<file path="src/rtl/matvec_pkg.sv">
// Shared definitions for the matrix-vector MAC array: FSM encoding,
// accumulator sizing and the output conversion classifier.
package matvec_pkg;

   typedef enum logic [1:0] {
      ST_IDLE    = 2'd0,
      ST_COMPUTE = 2'd1,
      ST_HOLD    = 2'd2
   } state_t;

   // Outcome of narrowing one accumulator to the output element width.
   typedef enum logic [1:0] {
      CONV_PASS    = 2'd0,
      CONV_CLIP_HI = 2'd1,
      CONV_CLIP_LO = 2'd2,
      CONV_LOSS    = 2'd3
   } conv_e;

   // Room for N full-scale signed products without overflow.
   function automatic int acc_width(input int n, input int width);
      return 2 * width + $clog2(n);
   endfunction

   function automatic conv_e convert_elem(input logic signed [63:0] acc,
                                          input int width,
                                          input logic sat_mode);
      logic signed [63:0] max_v;
      logic signed [63:0] min_v;
      logic signed [63:0] sext;
      conv_e res;
      max_v = (64'sd1 <<< (width - 1)) - 64'sd1;
      min_v = -(64'sd1 <<< (width - 1));
      sext  = (acc <<< (64 - width)) >>> (64 - width);
      res   = CONV_PASS;
      if (sat_mode) begin
         if (acc > max_v) begin
            res = CONV_CLIP_HI;
         end else if (acc < min_v) begin
            res = CONV_CLIP_LO;
         end
      end else if (sext != acc) begin
         res = CONV_LOSS;
      end
      return res;
   endfunction

endpackage

</file>
<file path="src/rtl/matvec_mac_lane.sv">
// One signed multiply-accumulate lane with synchronous clear and enable.
// sum_next is the running sum including the current product.
module matvec_mac_lane
   import matvec_pkg::*;
#(
   parameter int WIDTH = 8,
   parameter int ACC_W = acc_width(4, WIDTH)
) (
   input  logic                    clk,
   input  logic                    rst_n,
   input  logic                    clr,
   input  logic                    en,
   input  logic signed [WIDTH-1:0] a,
   input  logic signed [WIDTH-1:0] b,
   output logic signed [ACC_W-1:0] sum_next
);

   logic signed [2*WIDTH-1:0] prod;
   logic signed [ACC_W-1:0]   acc;

   assign prod     = a * b;
   assign sum_next = acc + {{(ACC_W - 2*WIDTH){prod[2*WIDTH-1]}}, prod};

   always_ff @(posedge clk) begin
      if (!rst_n) begin
         acc <= '0;
      end else if (clr) begin
         acc <= '0;
      end else if (en) begin
         acc <= sum_next;
      end
   end

endmodule

</file>
<file path="src/rtl/matvec_mac_array.sv">
// Matrix-vector multiplier: LANES rows are accumulated in parallel, one
// column per cycle, then converted to WIDTH bits and held until taken.
module matvec_mac_array
   import matvec_pkg::*;
#(
   parameter int N        = 4,
   parameter int WIDTH    = 8,
   parameter int LANES    = 2,
   parameter int SAT_MODE = 1
) (
   input  logic                     clk,
   input  logic                     rst_n,
   input  logic                     in_valid,
   output logic                     in_ready,
   input  logic [N*N*WIDTH-1:0]     matrix_a,
   input  logic [N*WIDTH-1:0]       vector_b,
   output logic                     out_valid,
   input  logic                     out_ready,
   output logic [N*WIDTH-1:0]       vector_c,
   output logic [N-1:0]             sat_flags,
   output state_t                   state_dbg
);

   // Handshakes: a transfer happens on a rising edge where valid && ready;
   // in_ready depends on state only, and vector_c/sat_flags are stable
   // while out_valid is high until out_ready is seen.

   localparam int ACC_W  = acc_width(N, WIDTH);
   localparam int GROUPS = N / LANES;
   localparam int KW     = $clog2(N);
   localparam int GW     = (GROUPS > 1) ? $clog2(GROUPS) : 1;
   localparam logic [KW-1:0]    K_LAST = KW'(N - 1);
   localparam logic [GW-1:0]    G_LAST = GW'(GROUPS - 1);
   localparam logic [WIDTH-1:0] MAX_V  = {1'b0, {(WIDTH-1){1'b1}}};
   localparam logic [WIDTH-1:0] MIN_V  = {1'b1, {(WIDTH-1){1'b0}}};

   state_t                  state;
   logic [N*N*WIDTH-1:0]    a_q;
   logic [N*WIDTH-1:0]      b_q;
   logic [KW-1:0]           k_cnt;
   logic [GW-1:0]           g_cnt;
   logic                    mac_done;
   logic signed [ACC_W-1:0] row_acc  [N];
   logic signed [ACC_W-1:0] lane_sum [LANES];
   logic [N*WIDTH-1:0]      conv_vec;
   logic [N-1:0]            conv_flags;
   conv_e                   cls;
   logic                    accept;
   logic                    mac_en;
   logic                    col_last;
   logic                    lane_clr;

   assign in_ready  = (state == ST_IDLE);
   assign state_dbg = state;
   assign accept    = in_valid && in_ready;
   assign mac_en    = (state == ST_COMPUTE) && !mac_done;
   assign col_last  = (k_cnt == K_LAST);
   // Lanes restart at every row boundary; the finished sum is captured via sum_next.
   assign lane_clr  = accept || (mac_en && col_last);

   for (genvar l = 0; l < LANES; l++) begin : g_lane
      logic signed [WIDTH-1:0] lane_a;
      logic signed [WIDTH-1:0] lane_b;

      always_comb begin
         lane_a = '0;
         lane_b = '0;
         for (int r = 0; r < N; r++) begin
            for (int k = 0; k < N; k++) begin
               if ((int'(g_cnt) * LANES + l == r) && (int'(k_cnt) == k)) begin
                  lane_a = a_q[(r*N + k)*WIDTH +: WIDTH];
               end
            end
         end
         for (int k = 0; k < N; k++) begin
            if (int'(k_cnt) == k) begin
               lane_b = b_q[k*WIDTH +: WIDTH];
            end
         end
      end

      matvec_mac_lane #(
         .WIDTH (WIDTH),
         .ACC_W (ACC_W)
      ) u_lane (
         .clk      (clk),
         .rst_n    (rst_n),
         .clr      (lane_clr),
         .en       (mac_en),
         .a        (lane_a),
         .b        (lane_b),
         .sum_next (lane_sum[l])
      );
   end

   always_comb begin
      conv_vec   = '0;
      conv_flags = '0;
      cls        = CONV_PASS;
      for (int r = 0; r < N; r++) begin
         cls = convert_elem({{(64-ACC_W){row_acc[r][ACC_W-1]}}, row_acc[r]},
                            WIDTH, SAT_MODE != 0);
         case (cls)
            CONV_CLIP_HI: conv_vec[r*WIDTH +: WIDTH] = MAX_V;
            CONV_CLIP_LO: conv_vec[r*WIDTH +: WIDTH] = MIN_V;
            default:      conv_vec[r*WIDTH +: WIDTH] = row_acc[r][WIDTH-1:0];
         endcase
         conv_flags[r] = (cls != CONV_PASS);
      end
   end

   always_ff @(posedge clk) begin
      if (!rst_n) begin
         state     <= ST_IDLE;
         out_valid <= 1'b0;
         vector_c  <= '0;
         sat_flags <= '0;
         a_q       <= '0;
         b_q       <= '0;
         k_cnt     <= '0;
         g_cnt     <= '0;
         mac_done  <= 1'b0;
         for (int r = 0; r < N; r++) row_acc[r] <= '0;
      end else begin
         case (state)
            ST_IDLE: begin
               if (accept) begin
                  a_q      <= matrix_a;
                  b_q      <= vector_b;
                  k_cnt    <= '0;
                  g_cnt    <= '0;
                  mac_done <= 1'b0;
                  for (int r = 0; r < N; r++) row_acc[r] <= '0;
                  state    <= ST_COMPUTE;
               end
            end
            ST_COMPUTE: begin
               if (!mac_done) begin
                  if (col_last) begin
                     for (int r = 0; r < N; r++) begin
                        for (int l = 0; l < LANES; l++) begin
                           if (int'(g_cnt) * LANES + l == r) row_acc[r] <= lane_sum[l];
                        end
                     end
                     k_cnt <= '0;
                     if (g_cnt == G_LAST) begin
                        g_cnt    <= '0;
                        mac_done <= 1'b1;
                     end else begin
                        g_cnt <= g_cnt + 1'b1;
                     end
                  end else begin
                     k_cnt <= k_cnt + 1'b1;
                  end
               end else begin
                  // All rows are final; convert once and present the result.
                  vector_c  <= conv_vec;
                  sat_flags <= conv_flags;
                  out_valid <= 1'b1;
                  mac_done  <= 1'b0;
                  state     <= ST_HOLD;
               end
            end
            ST_HOLD: begin
               if (out_ready) begin
                  out_valid <= 1'b0;
                  state     <= ST_IDLE;
               end
            end
            default: begin
               out_valid <= 1'b0;
               state     <= ST_IDLE;
            end
         endcase
      end
   end

endmodule

</file>
<file path="config.mk">
export PLATFORM = sky130hd
export DESIGN_NAME = matvec_mac_array
export DESIGN_NICKNAME = d
export VERILOG_FILES = /design/src/rtl/matvec_pkg.sv /design/src/rtl/matvec_mac_lane.sv /design/src/rtl/matvec_mac_array.sv
export SDC_FILE = /design/constraint.sdc
export NUM_CORES = 1
export LEC_CHECK = 0
export CORE_ASPECT_RATIO = 0.5
export CORE_MARGIN = 2
export CORE_UTILIZATION = 40
export DETAILED_ROUTE_END_ITERATION = 8
export DONT_BUFFER_PORTS = 1
export GPL_TIMING_DRIVEN = 0
export PLACE_DENSITY = 0.58
export SETUP_SLACK_MARGIN = 0.02
export SLEW_MARGIN = 40
export SYNTH_ARGS = -nofsm -noshare
export SYNTH_HDL_FRONTEND = slang
export SYNTH_SLANG_ARGS = --single-unit
</file>
<file path="constraint.sdc">
create_clock -name clk -period 9.2 [get_ports clk]
set_clock_uncertainty 0.1 [all_clocks]
set_input_delay 1.84 -clock clk [delete_from_list [all_inputs] [get_ports clk]]
set_output_delay 1.84 -clock clk [all_outputs]
set_load 0.01 [all_outputs]
</file>
After elaboration in Yosys (flattened, before gate mapping)
Memories as Yosys holds them, arrays and structs flattened.
Cells that the tools add are included.
{"block": "classes", "n_addsub": 5, "bitwise": 12, "n_eq_ne": 22, "n_mul": 2, "n_lt_le_gt_ge": 8, "n_reduce_logical": 46, "n_mux": 108}
{"cell": "8-bit 2-to-1 mux", "count": 28}
{"cell": "18-bit 2-to-1 mux", "count": 10}
{"cell": "18-bit by 8-bit > comparator with 1-bit output, second input constant", "count": 4}
{"cell": "18-bit by 8-bit < comparator with 1-bit output, second input constant", "count": 4}
{"cell": "32-bit zero test", "count": 2}
{"cell": "8-bit case mux with 2 select lines", "count": 4}
{"cell": "1-bit 2-to-1 mux", "count": 47}
{"cell": "18-bit adder", "count": 2}
{"cell": "32-bit by 2-bit == test with 1-bit output, second input constant", "count": 1}
{"cell": "32-bit by 3-bit == test with 1-bit output, second input constant", "count": 1}
{"cell": "8-bit by 8-bit multiplier with 16-bit output", "count": 2}
{"cell": "2-bit 2-to-1 mux", "count": 14}
{"cell": "1-bit logical AND", "count": 27}
{"cell": "2-bit == test, second input constant", "count": 8}
{"cell": "2-bit by 1-bit == test with 1-bit output, second input constant", "count": 6}
{"cell": "1-bit OR", "count": 10}
{"cell": "2-bit nonzero test", "count": 5}
{"cell": "3-bit AND reduction", "count": 3}
{"cell": "2-bit != test, second input constant", "count": 4}
{"cell": "2-bit case mux with 3 select lines", "count": 1}
{"cell": "2-bit AND reduction", "count": 3}
{"cell": "2-bit zero test", "count": 2}
{"cell": "1-bit case mux with 2 select lines", "count": 2}
{"cell": "2-bit case mux with 2 select lines", "count": 1}
{"cell": "11 further kinds", "count": 12}
{"block": "word_totals", "output_inout_bits": 40, "ram_bits": 72, "wordCells": 215, "register_bits": 239, "n_memories": 1, "in_bits": 164}
{"memory": "row_acc", "words": 4, "word_bits": 18, "rd": 4, "rd_clocked_by_memory_dff": 0, "wr": 4, "line": "matvec_mac_array.sv:43", "rtl": "logic signed [ACC_W-1:0] row_acc [N];"}

Logic depth before layout (Yosys ltp)
Gate-level depths: netlist of the first run.
{"block": "logic_depth", "ltp_word": 22, "mapped_depth": 37, "ltp_nobuf": 33}

Modules after synthesis
From an unflattened synthesis of the first run, not the netlist that was laid out.
{"block": "unflattened", "hier_cells": 2325, "hier_area_um2": 19388.6}
{"mod": "matvec_mac_array", "instances": 1, "area_per_inst_um2": 11328.4, "cells_per_inst": 1392, "seq_area_each_um2": 6045.8}
{"mod": "matvec_mac_lane (g_lane[1].u_lane)", "instances": 1, "area_per_inst_um2": 4075.2, "cells_per_inst": 469, "seq_area_each_um2": 360.3}
{"mod": "matvec_mac_lane (g_lane[0].u_lane)", "instances": 1, "area_per_inst_um2": 3985.1, "cells_per_inst": 464, "seq_area_each_um2": 360.3}

Least setup slack after synthesis of the first run
OpenSTA, ideal clock, no wires.
{"block": "synth_path", "kind": "register to register", "from": "reg k_cnt[0]", "to": "mem row_acc[3][16] (netlist name) (data pin)", "path_slack_ps": 1933, "stages_incl_launch_ff": 30, "t_required_ps": 8835, "period_less_slack_ps": 7267, "path_buffers": 2, "setup_ps": 265, "t_arrival_ps": 6902, "path_cell_list": "dfxtp_1 ha_1 inv_2 buf_1 mux2_2 o21ai_1 nand2b_1 fa_1 fa_1 inv_1 fa_1 inv_1 fa_1 inv_1 ha_1 a21oi_1 o21bai_1 a21oi_1 o21a_1 nor4b_1 a311o_1 ha_1 clkbuf_1 or2_1 a21oi_1 nor3_1 nor2_1 o41ai_2 xnor2_1 nor2_1"}
{"element": "start: declaration", "line": "matvec_mac_array.sv:40", "rtl": "logic [KW-1:0] k_cnt;"}
{"element": "start signal: assignment", "line": "matvec_mac_array.sv:153", "rtl": "k_cnt <= k_cnt + 1'b1;"}
{"element": "end: declaration", "line": "matvec_mac_array.sv:43"}

==> results_tabular.tex, run 1 <==
\begin{tabular}{lr}
\hline
Metric & Value \\
\hline
\multicolumn{2}{l}{\textbf{Worst setup path}} \\
Slowest cell on crit path & sky130\_fd\_sc\_hd\_\_o21ai\_1 \\
Critical Setup Path Class & register to register \\
Maximum cell stage delay along the critical path & 680 ps \\
Largest fanout on the critical path & 10 \\
Most used cell along the critical path & sky130\_fd\_sc\_hd\_\_fa\_1 \\
Critical Path Start Type & register \\
Worst endpoint required time & 9420 ps \\
Crit path arrival time & 8900 ps \\
Critical path endpoint category & register \\
Flop-to-flop setup slack & 520 ps \\
\multicolumn{2}{l}{\textbf{Clocking}} \\
Clock tree from TritonCTS & yes \\
Buffers inserted during post-CTS setup optimization & 0 \\
Clock Tree Buf Depth & 3 \\
Number of clock sinks seen by CTS & 311 \\
Clock root buffer & sky130\_fd\_sc\_hd\_\_clkbuf\_16 \\
Reg clk slew, reported paths & 70 ps \\
H-tree levels & 1 \\
Clk Latency, worst-skew pair & 600 ps \\
Number of buffers inserted during clock tree synthesis & 31 \\
\multicolumn{2}{l}{\textbf{Detailed routing}} \\
First-iteration detailed-routing DRC count & 887 \\
Post-detailed-route count of antenna-violating nets & 0 \\
Total Routed Length & 57.52 mm \\
Average detailed-routed wire length per instance & 18.77 um \\
Routed vias/inst & 5.176 \\
Total number of vias & 15860 \\
Number of design rule violations left after detail routing & 0 \\
Total iterations of the first detailed-routing run & 5 \\
\multicolumn{2}{l}{\textbf{Place}} \\
Number of buffers inserted by port buffering & 0 \\
Setup slack after placement & 366.3 ps \\
Gpl congestion & 0.8878 \\
Detailed-placement wirelength estimate & 45.35 mm \\
Placed inst area & 20540 sq um \\
\multicolumn{2}{l}{\textbf{Power and ir drop}} \\
Combinational Power Share & 19.5\% \\
Overall power after layout & 0.003499 W \\
Largest voltage drop on the vdd net & 0.1344 mV \\
Seq pwr share & 42.4\% \\
Relative contribution of the clock network to total power & 38.1\% \\
Fraction of power spent switching nets & 30.41\% \\
Net switching component of the power & 0.001064 W \\
Power per cell area & 161.8 nW/um\^{}2 \\
Leakage power & 8.900 nW \\
P\_int & 0.002435 W \\
\multicolumn{2}{l}{\textbf{GRT}} \\
Residual overflow from global routing & 0 \\
Global Route Usage Sum & 22.29\% \\
Wire length of the first global-routing pass & 89.13 mm \\
Maximum number of pins on one net before global-route repair & 19 \\
Via count of the first global-routing pass & 15400 \\
Number of antenna violations at the first check in global routing & 1 \\
\multicolumn{2}{l}{\textbf{Logic synthesis}} \\
Post-synthesis instance area & 19680 sq um \\
Number of flip-flops and latches in the synthesized netlist & 311 \\
Count of flip-flops with a built-in enable after synthesis & 54 \\
Seq/Total Area, Yosys & 34.38\% \\
Leading cell types by total area after synthesis & sky130\_fd\_sc\_hd\_\_dfxtp\_1 26\%, sky130\_fd\_sc\_hd\_\_fa\_1 11\%, sky130\_fd\_sc\_hd\_\_nand2\_1 9.5\% \\
Distinct cell type count after synthesis & 72 \\
Most frequently used cell type in the post-synthesis netlist & sky130\_fd\_sc\_hd\_\_nand2\_1 \\
Library cell occupying the most area in the post-synthesis netlist & sky130\_fd\_sc\_hd\_\_dfxtp\_1 \\
Post-Syn Area per Cell & 8.351 sq um \\
Syn\_nets & 2729 \\
Top cell types by occurrence after synthesis & 498 x sky130\_fd\_sc\_hd\_\_nand2\_1, 257 x sky130\_fd\_sc\_hd\_\_dfxtp\_1, 231 x sky130\_fd\_sc\_hd\_\_nor2\_1, 203 x sky130\_fd\_sc\_hd\_\_inv\_1, 165 x sky130\_fd\_sc\_hd\_\_a21boi\_0 \\
Total of warnings raised by yosys & 0 \\
Most used flip-flop cell after synthesis & sky130\_fd\_sc\_hd\_\_dfxtp\_1 \\
Post-synthesis instance total & 2357 \\
Synth top area share & 26.14\% \\
Share of async-settable or async-resettable flops after synthesis & 0\% \\
\multicolumn{2}{l}{\textbf{Timing}} \\
Final hold vios & 0 \\
Setup violation total in the final timing report & 0 \\
Number of pins with negative max-slew slack in the final report & 0 \\
Maximum clock rate & 115.2 MHz \\
Setup tns final & 0 ps \\
Hold WS & 361.3 ps \\
Final critical-path share of the clock period & 94.38\% \\
Relative max-transition margin & 39.35\% \\
Unrepaired setup endpoints after global routing & false \\
Transition time at the pin with the least slew margin & 909.8 ps \\
Final critical-path setup slack & 517.1 ps \\
Tmin final & 8683 ps \\
\multicolumn{2}{l}{\textbf{Layout}} \\
Post-route design area & 21630 sq um \\
Synth-to-layout area growth & 9.904\% \\
Share of cells above drive strength 1 & 6.255\% \\
\# fillers & 4863 \\
Combined area of the multi-input logic cells & 11710 sq um \\
Reg area & 6766 sq um \\
Final-stage net count & 2762 \\
\multicolumn{2}{l}{\textbf{Die}} \\
Number of core rows & 57 \\
Chip Width & 317.7 um \\
Die outline area & 51110 sq um \\
Overall die height & 160.9 um \\
Initial core utilization & 40.53\% \\
Boundary pin count & 204 \\
Area inside the core boundary & 48570 sq um \\
\multicolumn{2}{l}{\textbf{Run status}} \\
Outcome & complete, no violations \\
\multicolumn{2}{l}{\textbf{Min path}} \\
Path class of the lowest-slack min-delay path & register to register \\
\multicolumn{2}{l}{\textbf{Job}} \\
Max-Cap Viols & 0 \\
\hline
\end{tabular}
[per-stage QoR]
stage | utilization, % | cells
final | 44.54 | 3065
after global routing | 44.53 | 3064
after CTS | 44.46 | 3063
after detailed placement | 42.28 | 3006
after global placement | 42.20 | 3006
after floorplan | - | 2357
[state kept, by name (all words and copies together) (netlist names), 2 cells and up]
name               cells
a_q                  128
sat_flags              4
vector_c              32
row_acc               72
state_dbg              2
k_cnt                  2
g_lane.u_lane.acc     36
b_q                   32
[per-layer routing]
| layer | part of all wire [%] | track usage, % | vias to the layer above |
|---|---|---|---|
| met5 | 0 | 0 | - |
| met4 | 2.2 | 4.827 | 0 |
| met3 | 6.1 | 4.199 | 73 |
| met2 | 45 | 36.65 | 365 |
| met1 | 46 | 30.58 | 7593 |
| li1 | - | - | 7833 |
[power by group through the flow]
| stage | logic, W | clock network (W) | registers [W] |
|---|---|---|---|
| 2_1_floorplan | 0.000480 | 0 | 0.00150 |
| 3_3_place_gp | 0.000674 | 0 | 0.00151 |
| 3_5_place_dp | 0.000679 | 0 | 0.00151 |
| 4_1_cts | 0.000683 | 0.00135 | 0.00148 |
| 5_1_grt | 0.000761 | 0.00141 | 0.00149 |
| 6_report | 0.000684 | 0.00133 | 0.00148 |
[area by class of cell]
class | instances | share of cell area (%)
Multi-Input combinational cell | 1721 | 54.15
Sequential cell | 311 | 31.28
Clock buffer | 36 | 3.812
Tap cell | 649 | 3.754
Inverter | 204 | 3.540
Buffer | 121 | 2.371
Clock inverter | 21 | 1.070
Antenna cell | 2 | 0.02314
[worst max-delay path, delay by kind of cell (launching register included)]
kind / cells / cell delay (ps)
fa+ha+maj: 7 / 3020
compound gates: 9 / 2130
simple gates: 5 / 1190
buf+inv: 5 / 820
flops: 1 / 520
mux: 1 / 320
xor+xnor: 1 / 310
[final timing paths]
path,endpoint,from,cells after the start
setup / recovery,row_acc[0][17]$_SDFFCE_PN0P_,k_cnt[1]$_SDFFE_PN0P_,28
hold / removal,a_q[6]$_SDFFE_PN0P_,a_q[6]$_SDFFE_PN0P_,2
setup reg to reg,row_acc[0][17]$_SDFFCE_PN0P_,k_cnt[1]$_SDFFE_PN0P_,28
hold reg to reg,a_q[6]$_SDFFE_PN0P_,a_q[6]$_SDFFE_PN0P_,2
[cell families (layout without fill, tap and decap cells)]
family                     count (synthesis)  after routing  share of synthesized area, %
xor gates and xnor gates                  60             60                         2.873
buffers and inverters                    325            382                         6.459
DFF                                      311            311                         34.38
other                                      0              2                             0
muxes                                     36             36                         2.511
adders and majority gates                208            208                         17.49
AOI/OAI and AO/OA                        518            518                         17.02
and+or+nand+nor                          899            899                         19.26
[placed cells by master, fill, tap and decap left out, drive strengths merged, types with 9 or more instances in the layout]
| cell | count |
|---|---|
| nand2 | 498 |
| dfxtp | 257 |
| nor2 | 232 |
| inv | 207 |
| a21boi | 166 |
| a21oi | 166 |
| fa | 112 |
| clkbuf | 112 |
| ha | 96 |
| o21ai | 86 |
| edfxtp | 54 |
| buf | 45 |
| xnor2 | 39 |
| nand2b | 36 |
| nor2b | 25 |
| nand3 | 24 |
| xor2 | 20 |
| mux2i | 19 |
| a21o | 15 |
| o21a | 15 |
| nor3 | 14 |
| nor4 | 13 |
| nand3b | 12 |
| nand4 | 11 |
| and3 | 11 |
| mux4 | 10 |
| a211oi | 10 |
| clkinv | 10 |
| o21bai | 9 |
| a22oi | 9 |
[timing repair]
item / in CTS / in global routing
gates resized for setup: 0 / 14
setup endpoints to repair: 0 / 12
hold buffers: 0 / 0
Note: power is estimated with default switching activity, not from simulation.
==> run 2, diff against run 1 <==
- PLACE_DENSITY: 0.58 -> not set
- REMOVE_ABC_BUFFERS: not set -> 1
- SLEW_MARGIN: 40 -> 20
==> run 2 against run 1 <==
First-iteration DRC count is 12% higher. Critical path depth is 2 higher. Largest cell class unchanged. Worst setup slack better by 190 ps. Die area stayed put. Design area is 0.99% lower. Via count is 5.4% lower.
==> results_tabular.tex, run 2 (synthesis gave the netlist of run 1 again) <==
\begin{tabular}{lr}
\hline
Metric & Value \\
\hline
\multicolumn{2}{l}{\textbf{Detailed routing}} \\
Total iterations of the first detailed-routing run & 5 (unchanged) \\
Total number of vias & 15010 (-5.4\%) \\
Routed vias/inst & 5.071 (-2.0\%) \\
First-iteration detailed-routing DRC count & 997 (+12\%) \\
Post-detailed-route count of antenna-violating nets & 0 (unchanged) \\
Number of design rule violations left after detail routing & 0 (unchanged) \\
Total Routed Length & 46.96 mm (-18\%) \\
Average detailed-routed wire length per instance & 15.87 um (-15\%) \\
\multicolumn{2}{l}{\textbf{Layout}} \\
Final core utilization & 44.10\% (-0.44 points) \\
Post-route design area & 21420 sq um (-0.99\%) \\
Final-stage net count & 2658 (-3.8\%) \\
Register with the most flip-flops & a\_q \\
Synth-to-layout area growth & 8.817\% \\
Share of cells above drive strength 1 & 4.978\% (-1.3 points) \\
Largest regs & a\_q (128), row\_acc (72), g\_lane.u\_lane.acc (36) \\
\# fillers & 4754 (-2.2\%) \\
Commonest cells after routing, fill and taps aside & 498 x sky130\_fd\_sc\_hd\_\_nand2\_1, 256 x sky130\_fd\_sc\_hd\_\_dfxtp\_1, 229 x sky130\_fd\_sc\_hd\_\_nor2\_1, 203 x sky130\_fd\_sc\_hd\_\_inv\_1, 165 x sky130\_fd\_sc\_hd\_\_a21boi\_0 \\
Max FFs per register & 128 (unchanged) \\
Leading cell type in the layout, fill and taps excluded & sky130\_fd\_sc\_hd\_\_nand2\_1 \\
\multicolumn{2}{l}{\textbf{GRT}} \\
Residual overflow from global routing & 0 (unchanged) \\
Grt met3 use & 2.686\% (-1.5 points) \\
Global routing's busiest layer & met2 \\
Number of antenna violations at the first check in global routing & 1 (unchanged) \\
Via count of the first global-routing pass & 14150 (-8.1\%) \\
Wire length of the first global-routing pass & 76.31 mm (-14\%) \\
Met2 Track Usage GR & 29.70\% (-7.0 points) \\
Maximum number of pins on one net before global-route repair & 213 (+194) \\
Global Route Usage Sum & 18.23\% (-4.1 points) \\
Global-route met1 utilization & 25.79\% (-4.8 points) \\
\multicolumn{2}{l}{\textbf{Power and ir drop}} \\
Power per cell area & 157.1 nW/um\^{}2 (-2.9\%) \\
Largest voltage drop on the vdd net & 0.1243 mV (-7.5\%) \\
Leakage power & 8.750 nW (-1.7\%) \\
\multicolumn{2}{l}{\textbf{Place}} \\
Placed inst area & 20420 sq um (-0.55\%) \\
Number of buffers inserted by port buffering & 0 (unchanged) \\
Detailed-placement wirelength estimate & 33.95 mm (-25\%) \\
Setup slack after placement & -32.30 ps (-398.6 ps) \\
Gpl congestion & 0.8596 (-3.2\%) \\
\multicolumn{2}{l}{\textbf{Worst setup path}} \\
Worst endpoint required time & 9410 ps (about the same) \\
Critical Setup Path Class & register to register \\
Crit path arrival time & 8710 ps (-190 ps) \\
Slowest cell on crit path & sky130\_fd\_sc\_hd\_\_fa\_1 \\
Maximum cell stage delay along the critical path & 560 ps (-120 ps) \\
Critical Path Start Type & register \\
Total buffers and inverters traversed by the critical path & 5 (unchanged) \\
Largest fanout on the critical path & 26 (+16) \\
Critical path endpoint category & register \\
Cell type group with the largest total delay on the critical path & adder cells \\
\multicolumn{2}{l}{\textbf{Die}} \\
Number of core rows & 57 (unchanged) \\
Overall die height & 160.9 um (unchanged) \\
Die outline area & 51110 sq um (unchanged) \\
Initial core utilization & 40.53\% (unchanged) \\
Boundary pin count & 204 (unchanged) \\
Area inside the core boundary & 48570 sq um (unchanged) \\
Chip Width & 317.7 um (unchanged) \\
\multicolumn{2}{l}{\textbf{Timing}} \\
Final critical-path setup slack & 702.3 ps (+185.2 ps) \\
Tmin final & 8498 ps (-185.2 ps) \\
Transition time at the pin with the least slew margin & 1118 ps (+207.7 ps) \\
Setup tns final & 0 ps (unchanged) \\
Setup violation total in the final timing report & 0 (unchanged) \\
Final critical-path share of the clock period & 92.37\% (-2.0 points) \\
Maximum clock rate & 117.7 MHz (+2.2\%) \\
Unrepaired setup endpoints after global routing & false \\
Final hold vios & 0 (unchanged) \\
Number of pins with negative max-slew slack in the final report & 0 (unchanged) \\
Relative max-transition margin & 25.50\% (-14 points) \\
\multicolumn{2}{l}{\textbf{Clocking}} \\
Clock Tree Buf Depth & 3 (unchanged) \\
Reg clk slew, reported paths & 70 ps (about the same) \\
Clk Latency, worst-skew pair & 590 ps (about the same) \\
Clock tree from TritonCTS & yes \\
H-tree levels & 1 (unchanged) \\
Number of buffers inserted for hold repair after clock tree synthesis & 0 (unchanged) \\
Buffers inserted during post-CTS setup optimization & 0 (unchanged) \\
Resized cells post-CTS & 1 (+1) \\
Number of clock sinks seen by CTS & 311 (unchanged) \\
Number of buffers inserted during clock tree synthesis & 30 (-3.2\%) \\
Clock root buffer & sky130\_fd\_sc\_hd\_\_clkbuf\_16 \\
\multicolumn{2}{l}{\textbf{Job}} \\
Max-Cap Viols & 0 (unchanged) \\
\multicolumn{2}{l}{\textbf{Run status}} \\
Outcome & complete, no violations \\
\multicolumn{2}{l}{\textbf{Min path}} \\
Path class of the lowest-slack min-delay path & register to register \\
\hline
\end{tabular}
==> run 2: power breakdown <==
part           leakage (nW)  internal, W  switching [W]
logic                  5.59     0.000238       0.000399
registers              2.69      0.00145      0.0000307
clock network         0.476     0.000681       0.000569
total                  8.75      0.00237       0.000999
==> run 2: tightest hold or removal path: stages, from the launching register on <==
cell	delay (ps)
sky130_fd_sc_hd__dfxtp_1	320
sky130_fd_sc_hd__nand3_1	60
sky130_fd_sc_hd__nand2_1	40
==> run 2: path summary, 6_finish.rpt <==
check	start	end	slack [ps]	cells past startpoint
worst max-delay path	k_cnt[0]$_SDFFE_PN0P_	row_acc[3][16]$_SDFFCE_PN0P_	700	30
worst min-delay path	g_lane[0].u_lane.acc[8]$_SDFFE_PP0P_	g_lane[0].u_lane.acc[8]$_SDFFE_PP0P_	360	2
worst max register to register	k_cnt[0]$_SDFFE_PN0P_	row_acc[3][16]$_SDFFCE_PN0P_	700	30
worst min register to register	g_lane[0].u_lane.acc[8]$_SDFFE_PP0P_	g_lane[0].u_lane.acc[8]$_SDFFE_PP0P_	360	2
==> run 2: through the flow <==
step / power (W) / hold WS (ps) / instances
after floorplan: 0.001967 / 334.3 / 2236
after global placement: 0.002127 / 342.8 / 2885
after detailed placement: 0.002145 / 345.8 / 2903
after CTS: 0.003399 / 357.7 / 2959
after global routing: 0.003542 / 380.5 / 2960
final: 0.003365 / 359.3 / 2960
==> run 2: final cells by class <==
cell class / instances / area [sq um] / share of cell area (%)
multi-input cells: 1721 / 11730 / 54.78
flip-flops and latches: 311 / 6768 / 31.60
clock buffers: 43 / 859.6 / 4.013
well taps: 649 / 812.0 / 3.791
inverters: 204 / 765.7 / 3.575
repair buffers: 18 / 360.3 / 1.682
clock inverters: 13 / 116.4 / 0.5433
diodes: 1 / 2.502 / 0.01168
==> run 2: per-layer routing <==
metal / up-vias / part of all wire [%]
met4: 0 / 1.7
li1: 7619 / -
met3: 47 / 4.1
met2: 225 / 45
met5: - / 0
met1: 7119 / 49
